### src/rtl/pattern_counter_hex.sv
// pattern_counter_hex
//   Up/down counter with load, enable and wrap/saturate mode, plus a serial
//   sequence detector with a parametrised pattern, length and overlap mode.
//   The counter's low nibble drives one hex 7-segment digit; dp shows match.
// Ports
//   clk_2        system clock, rising edge
//   reset        asynchronous, active-high
//   count_en     counter advances when 1
//   count_up     1 = increment, 0 = decrement
//   load         synchronous load of data_in (wins over count_en)
//   data_in      load value
//   sat_mode     1 = saturate at 0 / max, 0 = wrap
//   serial_in    detector input, one bit per clock
//   count        counter value
//   tc           terminal count (max when up, 0 when down)
//   match        pattern present in the last PAT_LEN sampled bits
//   match_count  saturating number of matches since reset
//   seg          {dp,g,f,e,d,c,b,a}, active-high
module pattern_counter_hex #(
  parameter int                 NBITS_COUNT = 4,
  parameter int                 PAT_LEN     = 3,
  parameter logic [PAT_LEN-1:0] PATTERN     = 3'b111,
  parameter bit                 OVERLAP     = 1'b1,
  parameter int                 NBITS_MATCH = 8
) (
  input  logic                   clk_2,
  input  logic                   reset,
  input  logic                   count_en,
  input  logic                   count_up,
  input  logic                   load,
  input  logic [NBITS_COUNT-1:0] data_in,
  input  logic                   sat_mode,
  input  logic                   serial_in,
  output logic [NBITS_COUNT-1:0] count,
  output logic                   tc,
  output logic                   match,
  output logic [NBITS_MATCH-1:0] match_count,
  output logic [7:0]             seg
);

  localparam int                     FW   = $clog2(PAT_LEN + 1);
  localparam logic [NBITS_COUNT-1:0] CMAX = '1;
  localparam logic [FW-1:0]          FULL = FW'(PAT_LEN);

  logic [NBITS_COUNT-1:0] count_q, count_d;
  logic [PAT_LEN-1:0]     hist_q, hist_d;
  logic [FW-1:0]          fill_q, fill_d;
  logic [NBITS_MATCH-1:0] mcount_q, mcount_d;
  logic                   match_w;
  logic [6:0]             seg_digit;

  always_ff @(posedge clk_2 or posedge reset) begin
    if (reset) begin
      count_q  <= '0;
      hist_q   <= '0;
      fill_q   <= '0;
      mcount_q <= '0;
    end else begin
      count_q  <= count_d;
      hist_q   <= hist_d;
      fill_q   <= fill_d;
      mcount_q <= mcount_d;
    end
  end

  always_comb begin
    count_d = count_q;
    if (load) begin
      count_d = data_in;
    end else if (count_en) begin
      if (count_up) begin
        if (count_q == CMAX) count_d = sat_mode ? CMAX : '0;
        else                 count_d = count_q + NBITS_COUNT'(1);
      end else begin
        if (count_q == '0)   count_d = sat_mode ? '0 : CMAX;
        else                 count_d = count_q - NBITS_COUNT'(1);
      end
    end
  end

  // Match only once PAT_LEN bits have been shifted in since reset/clear,
  // so the zeroed history can never fake a match on an all-zero pattern.
  assign match_w = (fill_q == FULL) && (hist_q == PATTERN);

  always_comb begin
    hist_d = PAT_LEN'({hist_q, serial_in});
    fill_d = (fill_q == FULL) ? fill_q : fill_q + FW'(1);
    if (!OVERLAP && match_w) begin
      // Matched bits are consumed: history restarts with only the new bit.
      hist_d    = '0;
      hist_d[0] = serial_in;
      fill_d    = FW'(1);
    end
  end

  always_comb begin
    mcount_d = mcount_q;
    if (match_w && (mcount_q != '1)) mcount_d = mcount_q + NBITS_MATCH'(1);
  end

  always_comb begin
    seg_digit = 7'h3F;
    case (count_q[3:0])
      4'h0: seg_digit = 7'h3F;
      4'h1: seg_digit = 7'h06;
      4'h2: seg_digit = 7'h5B;
      4'h3: seg_digit = 7'h4F;
      4'h4: seg_digit = 7'h66;
      4'h5: seg_digit = 7'h6D;
      4'h6: seg_digit = 7'h7D;
      4'h7: seg_digit = 7'h07;
      4'h8: seg_digit = 7'h7F;
      4'h9: seg_digit = 7'h6F;
      4'hA: seg_digit = 7'h77;
      4'hB: seg_digit = 7'h7C;
      4'hC: seg_digit = 7'h39;
      4'hD: seg_digit = 7'h5E;
      4'hE: seg_digit = 7'h79;
      4'hF: seg_digit = 7'h71;
      default: seg_digit = 7'h3F;
    endcase
  end

  assign count       = count_q;
  assign tc          = count_up ? (count_q == CMAX) : (count_q == '0);
  assign match       = match_w;
  assign match_count = mcount_q;
  assign seg         = {match_w, seg_digit};

endmodule

### config.mk
export PLATFORM = sky130hd
export DESIGN_NAME = pattern_counter_hex
export DESIGN_NICKNAME = d
export VERILOG_FILES = /design/src/rtl/pattern_counter_hex.sv
export SDC_FILE = /design/constraint.sdc
export NUM_CORES = 1
export LEC_CHECK = 0
export BUFFER_PORTS_ARGS = -buffer_cell sky130_fd_sc_hd__buf_2
export CORE_UTILIZATION = 56
export DETAILED_ROUTE_END_ITERATION = 8
export GPL_ROUTABILITY_DRIVEN = 0
export HOLD_SLACK_MARGIN = 0.05
export PLACE_DENSITY_LB_ADDON = 0.3
export RECOVER_POWER = 25
export REMOVE_ABC_BUFFERS = 1
export SETUP_SLACK_MARGIN = 0.02
export SLEW_MARGIN = 20
export SYNTH_ARGS = -nofsm -noshare
export SYNTH_HDL_FRONTEND = slang
export SYNTH_SLANG_ARGS = --single-unit
export TNS_END_PERCENT = 50
### constraint.sdc
create_clock -name clk_2 -period 3.95 [get_ports clk_2]
set_input_delay 0.1975 -clock clk_2 [delete_from_list [all_inputs] [get_ports clk_2]]
set_output_delay 0.1975 -clock clk_2 [all_outputs]
set_load 0.02 [all_outputs]
==> impl_metrics.py <==
metrics = {
    "run_status": {
        "status": "complete, no violations",
    },
    "floorplanning": {
        "start_util_pct": 62.3,
        "die_h_um": 49.6,
        "num_rows": 16,
        "die_width_um": 49.6,
        "dieArea_mm2": 0.00246,
        "core_mm2": 0.00204,
        "boundaryPins": 33,
    },
    "routing": {
        "first_pass_iters": 4,
        "drcViolationCount": 0,
        "routed_wl_um": 2770,
        "vias": 1167,
        "vias_per_cell": 5.92,
        "drtIter0Drc": 28,
        "final_antenna_net_count": 0,
        "routedWlPerCell_um": 14.1,
    },
    "logic_synthesis": {
        "yosys.cell_types.count": 44,
        "ys_warn_count": 0,
        "synth_edf_count": 0,
        "ys.flop_type": "dfrtp_1",
        "syn_avg_cell_area_um2": 9.08,
        "ys_seq_elements": 17,
        "synth_cells": 140,
        "ys_seq_area_share_pct": 33.5,
        "syn_area_mm2": 0.00127,
        "synthArstFlopShare_pct": 100,
    },
    "power_and_ir_drop": {
        "p_seq_share_pct": 42.5,
        "vdd_drop_max_mv": 0.411,
        "leakagePower_nw": 0.708,
        "pwr-share-comb_pct": 41.6,
        "p_switching_mw": 0.267,
        "clkPwrFrac_pct": 15.9,
        "p_per_area_mw_per_mm2": 414,
        "p_int_mw": 0.342,
        "switching_share_pct": 43.8,
    },
    "hold_path": {
        "min_to": "count[1]",
        "hold_class": "in2reg",
        "whs_path_depth": 3,
        "hp-start": "data_in[1]",
    },
    "global_route": {
        "first_global_vias": 1036,
        "grt_usage_pct": 26.2,
        "grt_max_degree": 26,
        "grt_first_pass_wirelength_um": 4820,
        "antenna_found_initial": 0,
        "overflow": 0,
    },
    "critical_path": {
        "reg2reg_depth": 6,
        "end_kind": "primary output",
        "critPathArrivalTime_ns": 2.09,
        "startpoint_type": "register",
        "r2r_end": "count[2]",
        "reg2reg_from": "count[0]",
        "critPathRequiredTime_ns": 3.75,
        "cp_max_fo": 11,
        "crit_type": "reg2out",
        "ff2ff_setup_slack_ns": 1.86,
    },
    "clocking": {
        "cts_tree": "done",
        "post_cts_buffers": 0,
        "cts.sinks": 17,
        "cts_buffer_depth": 2,
        "path_clk_slew_ns": 0.11,
        "htree_levels": 1,
        "insertion_delay_ns": 0.31,
        "cts-resized-gates": 0,
        "cts_made_buffers": 3,
        "cts-root-buf": "clkbuf_4",
    },
    "placed_design": {
        "numPortBuffers": 32,
        "dp_hpwl_um": 2100,
        "dp.cells": 191,
    },
    "sta": {
        "maxSlewHeadroom_pct": 53.8,
        "rsz0062_at_grt": "false",
        "setup_viol": 0,
        "fmax_mhz": 437,
        "worst_hold_slack_ns": 0.107,
        "fin_crit_ns": 2.29,
        "slew_viol_final": 0,
        "hold_viol": 0,
        "tightest_slew_ns": 0.693,
        "period_share_pct": 57.9,
        "tns_ns": 0,
        "skew_ns": 0.0129,
    },
    "final_layout": {
        "synthToLayoutAreaGrowth_pct": 15.6,
        "post_layout_nonfiller_instances": 197,
        "drive_gt1_share_pct": 25.3,
        "diodes": 0,
        "nets": 193,
    },
    "run": {
        "maxCapViolations": 0,
    },
}
-- state kept, by name (all words and copies together), names as in the netlist --
| register | cells |
|---|---|
| match_count | 8 |
| fill_q | 2 |
| count | 4 |
| hist_q | 3 |
-- synthesized netlist by cell type (3+ instances only) --
cell type | instances | share of area (%)
xnor2_1 | 3 | 2.1
nand3_1 | 3 | 1.2
nand2_1 | 13 | 3.8
o21ai_0 | 8 | 3.1
dfrtp_1 | 17 | 33
mux2i_1 | 4 | 3.1
buf_4 | 3 | 1.8
nor2_1 | 9 | 2.7
ha_1 | 11 | 11
nor3b_1 | 3 | 1.8
mux2_1 | 3 | 2.7
a21oi_1 | 9 | 3.5
inv_1 | 9 | 2.7
a31oi_1 | 5 | 2.5
-- per-stage QoR --
stage / cell area, um^2 / worst slack, ns / total power [mW] / util, %
after floorplan: 1230 / 2.06 / 0.426 / -
after global placement: 1420 / 2.08 / 0.501 / 69.6
after detailed placement: 1420 / 1.88 / 0.516 / 69.6
after CTS: 1470 / 1.68 / 0.613 / 71.9
after global routing: 1470 / 1.47 / 0.651 / 71.9
final: 1470 / 1.66 / 0.609 / 71.9
-- final cells by class --
| class | count | area (um^2) |
|---|---|---|
| inverter | 9 | 33.8 |
| sequential | 17 | 425 |
| tap | 27 | 33.8 |
| timing repair buffer | 34 | 180 |
| clock buffer | 3 | 22.5 |
| clock inverter | 1 | 5.00 |
| multi-input combinational | 106 | 768 |
| fill | 176 | 573 |
-- worst max-delay path by stage --
| stage | to | from | cells after the start | slack, ns |
|---|---|---|---|---|
| 6_report | seg[3] | count[0] | 7 | 1.66 |
| 5_1_grt | seg[3] | count[0] | 7 | 1.47 |
| 4_1_cts | seg[3] | count[0] | 7 | 1.68 |
| 3_5_place_dp | count[2] | count[0] | 6 | 1.88 |
| 3_3_place_gp | count[2] | count[0] | 6 | 2.08 |
| 2_1_floorplan | match_count[7] | fill_q[0] | 5 | 2.06 |
-- routing by layer --
metal	wire length (um)	track usage (%)	vias to the layer above
met4	36	6.67	0
met3	131	5.86	6
met5	0	0	-
met1	1230	34.4	548
li1	-	-	571
met2	1370	43.2	42
-- critical path: stages (launching register included) --
cell and delay (ns):
dfrtp_1 0.58, inv_1 0.20, ha_1 0.42, nand2_1 0.10, o21ai_0 0.11, nor2_1 0.05
a21oi_1 0.14, buf_2 0.18
-- timing repair --
item,CTS,global route
hold buffers,2,0
setup endpoints to repair,0,0
endpoints found under the hold margin,18,0
-- kinds of logic after synthesis --
logic type,share of synthesized area (%)
adders and majority gates,10.8
DFF,33.5
and+or+nand+nor,19.4
xor gates and xnor gates,2.07
buffers and inverters,6.10
muxes,6.69
AOI/OAI and AO/OA,21.5
-- power by group through the flow --
stage	sequential [mW]	combinational [mW]	clock, mW
after floorplan	0.287	0.139	0
after global placement	0.257	0.244	0
after detailed placement	0.262	0.254	0
after CTS	0.258	0.256	0.0994
after global routing	0.267	0.280	0.105
final	0.258	0.253	0.0969
-- cells in the final DEF (no fill, tap or decap), drive strengths merged, types with 2 or more instances in the layout --
cell type     n
nor2          9
ha           11
o31ai         4
clkbuf        3
buf          32
dfrtp        17
nor3          3
nor3b         3
nor2b         2
and4          2
mux2          4
nand3         3
mux2i         4
inv           9
dlygate4sd3   2
xnor2         3
a22o          2
nand2        13
a31oi         5
a21oi         9
o21ai         8
a211oi        2
nand4         2
nand2b        2
(Power assumes the default switching activity.)
